==> config.mk <==
export PLATFORM = sky130hd
export DESIGN_NAME = macfile_multi_flat
export DESIGN_NICKNAME = d
export VERILOG_FILES = /design/src/rtl/macfile_multi_if.sv /design/src/rtl/macfile_multi.sv /design/src/flat_wrapper.sv
export SDC_FILE = /design/constraint.sdc
export NUM_CORES = 2
export LEC_CHECK = 0
export BUFFER_PORTS_ARGS = -buffer_cell sky130_fd_sc_hd__buf_2
export CAP_MARGIN = 25
export CORE_UTILIZATION = 30
export CTS_CLUSTER_DIAMETER = 100
export CTS_CLUSTER_SIZE = 14
export DETAILED_ROUTE_END_ITERATION = 7
export PLACE_DENSITY = 0.55
export SETUP_SLACK_MARGIN = 0.4
export SLEW_MARGIN = 20
export SYNTH_ARGS = -nofsm -noshare
export SYNTH_HDL_FRONTEND = slang
export SYNTH_SLANG_ARGS = --single-unit
export TNS_END_PERCENT = 1
==> constraint.sdc <==
create_clock -name CLK -period 17.1 [get_ports CLK]
set_input_delay 1.71 -clock CLK [delete_from_list [all_inputs] [get_ports CLK]]
set_output_delay 1.71 -clock CLK [all_outputs]
set_load 0.005 [all_outputs]
==> src/rtl/macfile_multi_if.sv <==
// Bundle of the MAC-pipeline, divider and read-port signals of the multi-accumulator file.
// The slave side is the register file; the master side is the pipeline/divider that drives it.
interface macfile_multi_if #(
  parameter int NUM_ACC = 4,
  parameter int ACC_W   = 40,
  parameter int DATA_W  = 32,
  parameter int IW      = 2
);
  logic               HOLD;
  logic [1:0]         MAC_WE;
  logic [IW-1:0]      MAC_IDX;
  logic [ACC_W-1:0]   MAC_HI;
  logic [ACC_W-1:0]   MAC_LO;
  logic               DIV_VALID;
  logic               DIV_READY;
  logic [1:0]         DIV_WE;
  logic [IW-1:0]      DIV_IDX;
  logic [ACC_W-1:0]   DIV_HI;
  logic [ACC_W-1:0]   DIV_LO;
  logic [1:0]         SRCA_SEL;
  logic [1:0]         SRCB_SEL;
  logic [IW-1:0]      SRCA_IDX;
  logic [IW-1:0]      SRCB_IDX;
  logic [ACC_W-1:0]   SRCA_DATA;
  logic [ACC_W-1:0]   SRCB_DATA;
  logic [1:0]         RES_SEL;
  logic [IW-1:0]      RES_IDX_H;
  logic [IW-1:0]      RES_IDX_L;
  logic [3:0]         RES_SH_H;
  logic [3:0]         RES_SH_L;
  logic               RES_SAT;
  logic [DATA_W-1:0]  RES_DATA;
  logic               RES_OVF;
  logic [NUM_ACC-1:0] ACC_BUSY;

  modport slave (
    input  HOLD, MAC_WE, MAC_IDX, MAC_HI, MAC_LO,
    input  DIV_VALID, DIV_WE, DIV_IDX, DIV_HI, DIV_LO,
    input  SRCA_SEL, SRCB_SEL, SRCA_IDX, SRCB_IDX,
    input  RES_SEL, RES_IDX_H, RES_IDX_L, RES_SH_H, RES_SH_L, RES_SAT,
    output DIV_READY, SRCA_DATA, SRCB_DATA, RES_DATA, RES_OVF, ACC_BUSY
  );

  modport master (
    output HOLD, MAC_WE, MAC_IDX, MAC_HI, MAC_LO,
    output DIV_VALID, DIV_WE, DIV_IDX, DIV_HI, DIV_LO,
    output SRCA_SEL, SRCB_SEL, SRCA_IDX, SRCB_IDX,
    output RES_SEL, RES_IDX_H, RES_IDX_L, RES_SH_H, RES_SH_L, RES_SAT,
    input  DIV_READY, SRCA_DATA, SRCB_DATA, RES_DATA, RES_OVF, ACC_BUSY
  );
endinterface

==> src/rtl/macfile_multi.sv <==
// Multi-accumulator MAC register file: NUM_ACC full-width H/L pairs, two operand ports,
// a shifted/saturating result port, and MAC/divider write arbitration with a one-deep park.
module macfile_multi #(
  parameter int NUM_ACC = 4,
  parameter int ACC_W   = 40,
  parameter int DATA_W  = 32,
  parameter int IW      = 2
) (
  input logic             CLK,
  input logic             RESET_D1_R,
  macfile_multi_if.slave  bus
);

  localparam logic [3:0]               SH_MAX  = 4'd8;
  localparam logic signed [DATA_W-1:0] SAT_POS = {1'b0, {(DATA_W-1){1'b1}}};
  localparam logic signed [DATA_W-1:0] SAT_NEG = {1'b1, {(DATA_W-1){1'b0}}};

  logic signed [ACC_W-1:0] acc_h [NUM_ACC];
  logic signed [ACC_W-1:0] acc_l [NUM_ACC];

  logic                    pend_valid;
  logic [IW-1:0]           pend_idx;
  logic [1:0]              pend_we;
  logic signed [ACC_W-1:0] pend_hi;
  logic signed [ACC_W-1:0] pend_lo;

  function automatic logic signed [ACC_W-1:0] ash(input logic signed [ACC_W-1:0] v,
                                                  input logic [3:0] sh);
    logic [3:0] s;
    s = (sh > SH_MAX) ? SH_MAX : sh;
    return v >>> s;
  endfunction

  // Overflow when the bits above the result's sign bit disagree with it.
  function automatic logic ovf_chk(input logic signed [ACC_W-1:0] v);
    logic [ACC_W-DATA_W:0] top;
    top = v[ACC_W-1:DATA_W-1];
    return !((&top) || !(|top));
  endfunction

  function automatic logic signed [DATA_W-1:0] sat_win(input logic signed [ACC_W-1:0] v,
                                                       input logic sat);
    if (sat && ovf_chk(v)) return v[ACC_W-1] ? SAT_NEG : SAT_POS;
    return v[DATA_W-1:0];
  endfunction

  function automatic logic idx_ok(input logic [IW-1:0] idx);
    return int'(idx) < NUM_ACC;
  endfunction

  // Write arbitration: a parked divider write always takes precedence over a new request.
  logic [1:0]              mac_we_eff;
  logic                    div_act;
  logic [IW-1:0]           div_idx;
  logic [1:0]              div_we;
  logic signed [ACC_W-1:0] div_hi;
  logic signed [ACC_W-1:0] div_lo;
  logic                    conflict;
  logic                    div_commit;

  always_comb begin
    mac_we_eff = bus.MAC_WE & {2{~bus.HOLD}};
    div_act    = pend_valid | bus.DIV_VALID;
    div_idx    = pend_valid ? pend_idx : bus.DIV_IDX;
    div_we     = pend_valid ? pend_we  : bus.DIV_WE;
    div_hi     = pend_valid ? pend_hi  : bus.DIV_HI;
    div_lo     = pend_valid ? pend_lo  : bus.DIV_LO;
    conflict   = div_act && (bus.MAC_IDX == div_idx) && (|(mac_we_eff & div_we));
    div_commit = div_act && !conflict;
  end

  always_ff @(posedge CLK or posedge RESET_D1_R) begin
    if (RESET_D1_R) begin
      pend_valid <= 1'b0;
      for (int i = 0; i < NUM_ACC; i++) begin
        acc_h[i] <= '0;
        acc_l[i] <= '0;
      end
    end else begin
      if (pend_valid) begin
        if (!conflict) pend_valid <= 1'b0;
      end else if (bus.DIV_VALID && conflict) begin
        pend_valid <= 1'b1;
      end
      for (int i = 0; i < NUM_ACC; i++) begin
        if (mac_we_eff[1] && bus.MAC_IDX == IW'(i))
          acc_h[i] <= bus.MAC_HI;
        else if (div_commit && div_we[1] && div_idx == IW'(i))
          acc_h[i] <= div_hi;
        if (mac_we_eff[0] && bus.MAC_IDX == IW'(i))
          acc_l[i] <= bus.MAC_LO;
        else if (div_commit && div_we[0] && div_idx == IW'(i))
          acc_l[i] <= div_lo;
      end
    end
  end

  always_ff @(posedge CLK) begin
    if (!pend_valid && bus.DIV_VALID && conflict) begin
      pend_idx <= bus.DIV_IDX;
      pend_we  <= bus.DIV_WE;
      pend_hi  <= bus.DIV_HI;
      pend_lo  <= bus.DIV_LO;
    end
  end

  // Read ports: stored values only; an unmatched index falls through to zero.
  logic signed [ACC_W-1:0] srca;
  logic signed [ACC_W-1:0] srcb;
  logic signed [ACC_W-1:0] raw_h;
  logic signed [ACC_W-1:0] raw_l;
  logic [NUM_ACC-1:0]      busy;

  always_comb begin
    srca  = '0;
    srcb  = '0;
    raw_h = '0;
    raw_l = '0;
    busy  = '0;
    for (int i = 0; i < NUM_ACC; i++) begin
      if (bus.SRCA_IDX == IW'(i))
        srca = (bus.SRCA_SEL == 2'b10) ? acc_h[i] : (bus.SRCA_SEL == 2'b01) ? acc_l[i] : '0;
      if (bus.SRCB_IDX == IW'(i))
        srcb = (bus.SRCB_SEL == 2'b10) ? acc_h[i] : (bus.SRCB_SEL == 2'b01) ? acc_l[i] : '0;
      if (bus.RES_IDX_H == IW'(i)) raw_h = acc_h[i];
      if (bus.RES_IDX_L == IW'(i)) raw_l = acc_l[i];
      busy[i] = pend_valid && (pend_idx == IW'(i));
    end
  end

  logic signed [ACC_W-1:0]  val_h;
  logic signed [ACC_W-1:0]  val_l;
  logic signed [DATA_W-1:0] win_h;
  logic signed [DATA_W-1:0] win_l;
  logic                     ovf_h;
  logic                     ovf_l;
  logic [DATA_W-1:0]        res;
  logic                     res_ovf;

  always_comb begin
    val_h   = ash(raw_h, bus.RES_SH_H);
    val_l   = ash(raw_l, bus.RES_SH_L);
    win_h   = sat_win(val_h, bus.RES_SAT);
    win_l   = sat_win(val_l, bus.RES_SAT);
    ovf_h   = ovf_chk(val_h);
    ovf_l   = ovf_chk(val_l);
    res     = '0;
    res_ovf = 1'b0;
    case (bus.RES_SEL)
      2'b01: begin
        res     = win_l;
        res_ovf = ovf_l;
      end
      2'b10: begin
        res     = win_h;
        res_ovf = ovf_h;
      end
      2'b11: begin
        res     = {win_h[DATA_W-1 -: DATA_W/2], win_l[DATA_W-1 -: DATA_W/2]};
        res_ovf = ovf_h | ovf_l;
      end
      default: ;
    endcase
  end

  assign bus.SRCA_DATA = srca;
  assign bus.SRCB_DATA = srcb;
  assign bus.RES_DATA  = res;
  assign bus.RES_OVF   = res_ovf;
  assign bus.DIV_READY = ~pend_valid;
  assign bus.ACC_BUSY  = busy;

  a_res_shift : assert property (@(posedge CLK) disable iff (RESET_D1_R)
    (bus.RES_SH_H <= SH_MAX) && (bus.RES_SH_L <= SH_MAX));

  a_index_range : assert property (@(posedge CLK) disable iff (RESET_D1_R)
    (!(|bus.MAC_WE) || idx_ok(bus.MAC_IDX)) &&
    (!(bus.DIV_VALID && |bus.DIV_WE) || idx_ok(bus.DIV_IDX)) &&
    (!(|bus.SRCA_SEL) || idx_ok(bus.SRCA_IDX)) &&
    (!(|bus.SRCB_SEL) || idx_ok(bus.SRCB_IDX)) &&
    (!bus.RES_SEL[1] || idx_ok(bus.RES_IDX_H)) &&
    (!bus.RES_SEL[0] || idx_ok(bus.RES_IDX_L)));

  a_div_hold : assert property (@(posedge CLK) disable iff (RESET_D1_R)
    (bus.DIV_VALID && !bus.DIV_READY) |=>
      (bus.DIV_VALID && $stable({bus.DIV_WE, bus.DIV_IDX, bus.DIV_HI, bus.DIV_LO})));

endmodule

==> src/flat_wrapper.sv <==
// flat-port wrapper written by rule: the top's interface ports become plain ports
module macfile_multi_flat 
#(
  parameter int NUM_ACC = 4,
  parameter int ACC_W   = 40,
  parameter int DATA_W  = 32,
  parameter int IW      = 2
)
  (CLK, RESET_D1_R, bus_HOLD, bus_MAC_WE, bus_MAC_IDX, bus_MAC_HI, bus_MAC_LO, bus_DIV_VALID, bus_DIV_WE, bus_DIV_IDX, bus_DIV_HI, bus_DIV_LO, bus_SRCA_SEL, bus_SRCB_SEL, bus_SRCA_IDX, bus_SRCB_IDX, bus_RES_SEL, bus_RES_IDX_H, bus_RES_IDX_L, bus_RES_SH_H, bus_RES_SH_L, bus_RES_SAT, bus_DIV_READY, bus_SRCA_DATA, bus_SRCB_DATA, bus_RES_DATA, bus_RES_OVF, bus_ACC_BUSY);
  macfile_multi_if #(.NUM_ACC(NUM_ACC), .ACC_W(ACC_W), .DATA_W(DATA_W), .IW(IW)) bus_i ();
  input logic CLK;
  input logic RESET_D1_R;
  input wire logic [$bits(bus_i.HOLD)-1:0] bus_HOLD;
  input wire logic [$bits(bus_i.MAC_WE)-1:0] bus_MAC_WE;
  input wire logic [$bits(bus_i.MAC_IDX)-1:0] bus_MAC_IDX;
  input wire logic [$bits(bus_i.MAC_HI)-1:0] bus_MAC_HI;
  input wire logic [$bits(bus_i.MAC_LO)-1:0] bus_MAC_LO;
  input wire logic [$bits(bus_i.DIV_VALID)-1:0] bus_DIV_VALID;
  input wire logic [$bits(bus_i.DIV_WE)-1:0] bus_DIV_WE;
  input wire logic [$bits(bus_i.DIV_IDX)-1:0] bus_DIV_IDX;
  input wire logic [$bits(bus_i.DIV_HI)-1:0] bus_DIV_HI;
  input wire logic [$bits(bus_i.DIV_LO)-1:0] bus_DIV_LO;
  input wire logic [$bits(bus_i.SRCA_SEL)-1:0] bus_SRCA_SEL;
  input wire logic [$bits(bus_i.SRCB_SEL)-1:0] bus_SRCB_SEL;
  input wire logic [$bits(bus_i.SRCA_IDX)-1:0] bus_SRCA_IDX;
  input wire logic [$bits(bus_i.SRCB_IDX)-1:0] bus_SRCB_IDX;
  input wire logic [$bits(bus_i.RES_SEL)-1:0] bus_RES_SEL;
  input wire logic [$bits(bus_i.RES_IDX_H)-1:0] bus_RES_IDX_H;
  input wire logic [$bits(bus_i.RES_IDX_L)-1:0] bus_RES_IDX_L;
  input wire logic [$bits(bus_i.RES_SH_H)-1:0] bus_RES_SH_H;
  input wire logic [$bits(bus_i.RES_SH_L)-1:0] bus_RES_SH_L;
  input wire logic [$bits(bus_i.RES_SAT)-1:0] bus_RES_SAT;
  output wire logic [$bits(bus_i.DIV_READY)-1:0] bus_DIV_READY;
  output wire logic [$bits(bus_i.SRCA_DATA)-1:0] bus_SRCA_DATA;
  output wire logic [$bits(bus_i.SRCB_DATA)-1:0] bus_SRCB_DATA;
  output wire logic [$bits(bus_i.RES_DATA)-1:0] bus_RES_DATA;
  output wire logic [$bits(bus_i.RES_OVF)-1:0] bus_RES_OVF;
  output wire logic [$bits(bus_i.ACC_BUSY)-1:0] bus_ACC_BUSY;
  assign bus_i.HOLD = bus_HOLD;
  assign bus_i.MAC_WE = bus_MAC_WE;
  assign bus_i.MAC_IDX = bus_MAC_IDX;
  assign bus_i.MAC_HI = bus_MAC_HI;
  assign bus_i.MAC_LO = bus_MAC_LO;
  assign bus_i.DIV_VALID = bus_DIV_VALID;
  assign bus_i.DIV_WE = bus_DIV_WE;
  assign bus_i.DIV_IDX = bus_DIV_IDX;
  assign bus_i.DIV_HI = bus_DIV_HI;
  assign bus_i.DIV_LO = bus_DIV_LO;
  assign bus_i.SRCA_SEL = bus_SRCA_SEL;
  assign bus_i.SRCB_SEL = bus_SRCB_SEL;
  assign bus_i.SRCA_IDX = bus_SRCA_IDX;
  assign bus_i.SRCB_IDX = bus_SRCB_IDX;
  assign bus_i.RES_SEL = bus_RES_SEL;
  assign bus_i.RES_IDX_H = bus_RES_IDX_H;
  assign bus_i.RES_IDX_L = bus_RES_IDX_L;
  assign bus_i.RES_SH_H = bus_RES_SH_H;
  assign bus_i.RES_SH_L = bus_RES_SH_L;
  assign bus_i.RES_SAT = bus_RES_SAT;
  assign bus_DIV_READY = bus_i.DIV_READY;
  assign bus_SRCA_DATA = bus_i.SRCA_DATA;
  assign bus_SRCB_DATA = bus_i.SRCB_DATA;
  assign bus_RES_DATA = bus_i.RES_DATA;
  assign bus_RES_OVF = bus_i.RES_OVF;
  assign bus_ACC_BUSY = bus_i.ACC_BUSY;
  macfile_multi #(.NUM_ACC(NUM_ACC), .ACC_W(ACC_W), .DATA_W(DATA_W), .IW(IW)) u_core (.CLK(CLK), .RESET_D1_R(RESET_D1_R), .bus(bus_i));
endmodule
==> run metrics <==
Mapped Avg Cell Area=8.35 um^2; FFs w/ async S/R, synth=0.793; mux contribution to synthesized area=0.155; pwr dens=107 nW/um^2; WHS=0.578 ns; grt total ovfl=0; Final TNS setup=0 ns; post-synthesis cell area=29200 um^2; antenna-violating nets left=0; CTS resizes=0; Met2 Wirelength=58800 um; largest net degree at the start of global routing=140; Hold Violations, Final=0; Startpoint Class=input port; final period utilization=0.440; maximum clock insertion buffer count=3; Die H=314 um; Arrival @ worst endpoint=5.82 ns; vias in the first global route=26.4k; Final min period=7.53 ns; TritonCTS buffer count=35; VDD IR max=0.0000652 V; # clock sinks=405; Post-Synth Simple-Gate Area=0.141; EDFF count, synth=84; synthesis warning total=0; FMAX=133 MHz; vias per cell=6.00; most common cell after layout, fill and taps aside=nand2_1; clk root buf=clkbuf_16; Req. time, crit path=15.39 ns; Core ar.=96600 um^2; Post-CTS Setup Repair Bufs=0; synth unique cells=79; Area Growth Syn to Fin=11.8%; CTS tree=done; Worst-Skew Late Latency=0.58 ns; Initial DRT Pass Iterations=7; Post-Synth XOR/XNOR Area=0.000600; max-slew violations=0; RSZ-0062 raised after global routing=false; H-tree depth=2; Layout Nets=3752; met3 wire len=13800 um; Total Routing Usage GR=0.265; first-pass GRT wire length=193000 um; worst hold path class=register to register; post-synthesis sequential area ratio=0.362; final instance area=32600 um^2; Lkg Pwr=13.2 nW; DR WL/cell=27.7 um; Adder-Cell Fraction of Synth Area=0; net count after synthesis=3692; most frequent cells in the layout=nand2_1, a21oi_1, o21ai_0; Post-Route WL=135000 um; Port Buffer Count=312; gpl congestion=0.947; Tot Pwr=0.00350 W; crit end category=output pin; DR vias=29.2k; Placed Area=31600 um^2; Die X-Extent=314 um; Detailed Route Iter0 Violations=4300; clk slew on worst S/H paths=0.07 ns; Max Used Layer=met5; Worst Path Max Fanout=54; initial antenna violation count=45; DRC viols=0; total die area=98500 um^2; HPWL after DPL=92600 um; MaxCap Viol Count=0; Gate Count Post-Synth=3497; hold_buf cts=0; # setup viols final=0; largest family of logic cells by synthesized area=compound AO/OA/AOI/OAI gates; layout cells sized above 1=0.182; Crit Path Category=input port to output pin; Worst Tran Pin Value=1.10 ns; slew margin rel.=0.266; post-synthesis compound-gate area fraction=0.291; flops & latches, synth=405; dpl cells=4794; status=finished clean; Non-Filler Instances=4864; Post-synth top flop=dfrtp_1; I/O pin cnt=313; Rows=114; starting density of the core=0.302; M1 WL=56200 um; clock skew=0.0237 ns
layout make-up:
class	instances	area, um^2
antenna	12	30.0
clock buffer	54	990
clock inverter	2	20.0
fill	10120	63900
inverter	12	52.6
multi-input combinational	2738	17400
sequential	405	10600
tap	1276	1600
timing repair buffer	365	2010
cells in the mapped netlist, types with 10 or more instances:
| master | count | area share |
|---|---|---|
| o21a_1 | 39 | 0.010 |
| a21o_1 | 56 | 0.014 |
| a21oi_1 | 489 | 0.084 |
| inv_1 | 11 | 0.0014 |
| o21ai_1 | 11 | 0.0019 |
| buf_1 | 32 | 0.0041 |
| o22ai_1 | 12 | 0.0026 |
| mux2_2 | 98 | 0.038 |
| nand3_1 | 20 | 0.0034 |
| clkbuf_1 | 270 | 0.035 |
| o21ai_0 | 406 | 0.070 |
| o211ai_1 | 10 | 0.0026 |
| o211ai_2 | 10 | 0.0043 |
| mux2i_1 | 159 | 0.055 |
| a22oi_1 | 135 | 0.035 |
| and2_1 | 10 | 0.0021 |
| nor2_1 | 383 | 0.049 |
| nor2b_1 | 15 | 0.0032 |
| a221oi_1 | 88 | 0.026 |
| o221ai_1 | 17 | 0.0051 |
| nand2b_1 | 12 | 0.0026 |
| buf_2 | 24 | 0.0041 |
| nand2_1 | 522 | 0.067 |
| a211oi_1 | 38 | 0.0098 |
| mux4_2 | 79 | 0.061 |
| edfxtp_1 | 84 | 0.086 |
| a31oi_1 | 14 | 0.0030 |
| dfrtp_1 | 321 | 0.28 |
| a222oi_1 | 36 | 0.012 |
power breakdown:
group / internal [W] / switching (W)
sequential: 0.00118 / 0.000258
combinational: 0.000494 / 0.000772
clock: 0.000400 / 0.000402
total: 0.00207 / 0.00143
cell families after synthesis:
family / Yosys count
AO/OA/AOI/OAI: 1386
AND/OR/NAND/NOR: 1010
flip-flops: 405
buffers and inverters: 354
multiplexers: 340
XOR/XNOR: 2
critical path, stage by stage:
cell and delay (ns):
buf_2 0.09, buf_4 0.46, nand2b_2 0.86, mux4_2 0.66, a21oi_2 0.24, nor2_1 0.06
o21ai_1 0.61, nand3_4 0.25, nor2_4 0.28, nand2_2 0.27, o211ai_1 0.17, buf_2 0.14
final timing paths:
| check | from | slack, ns | to | cells past startpoint |
|---|---|---|---|---|
| worst max-delay path | bus_RES_SH_L[3] | 9.57 | bus_RES_DATA[0] | 12 |
| worst min-delay path | u_core.acc_l[106] | 0.58 | u_core.acc_l[106] | 2 |
| worst max register to register | u_core.pend_valid | 12.90 | u_core.acc_h[114] | 10 |
| worst min register to register | u_core.acc_l[106] | 0.58 | u_core.acc_l[106] | 2 |
| max in group asynchronous | RESET_D1_R | 13.47 | u_core.acc_l[155] | 4 |
| min in group asynchronous | RESET_D1_R | 1.28 | u_core.pend_valid | 2 |
state kept, by name, indices dropped and copies added, names as in the netlist:
name               count
u_core.acc_h         160
u_core.acc_l         160
u_core.pend_hi        40
u_core.pend_lo        40
u_core.pend_idx        2
u_core.pend_we         2
u_core.pend_valid      1
metal layers:
metal,track usage,vias to the layer above
met5,0,-
met4,0.103,42
met3,0.0674,297
met2,0.401,1640
met1,0.361,14170
li1,-,13022
per-stage QoR:
| step | utilization | worst slack (ns) |
|---|---|---|
| floorplan | - | 6.51 |
| global placement | 0.326 | 9.76 |
| detailed placement | 0.327 | 9.68 |
| CTS | 0.337 | 9.66 |
| global route | 0.338 | 9.38 |
| finish | 0.338 | 9.57 |
No activity file was read; power rests on OpenSTA's default activity.
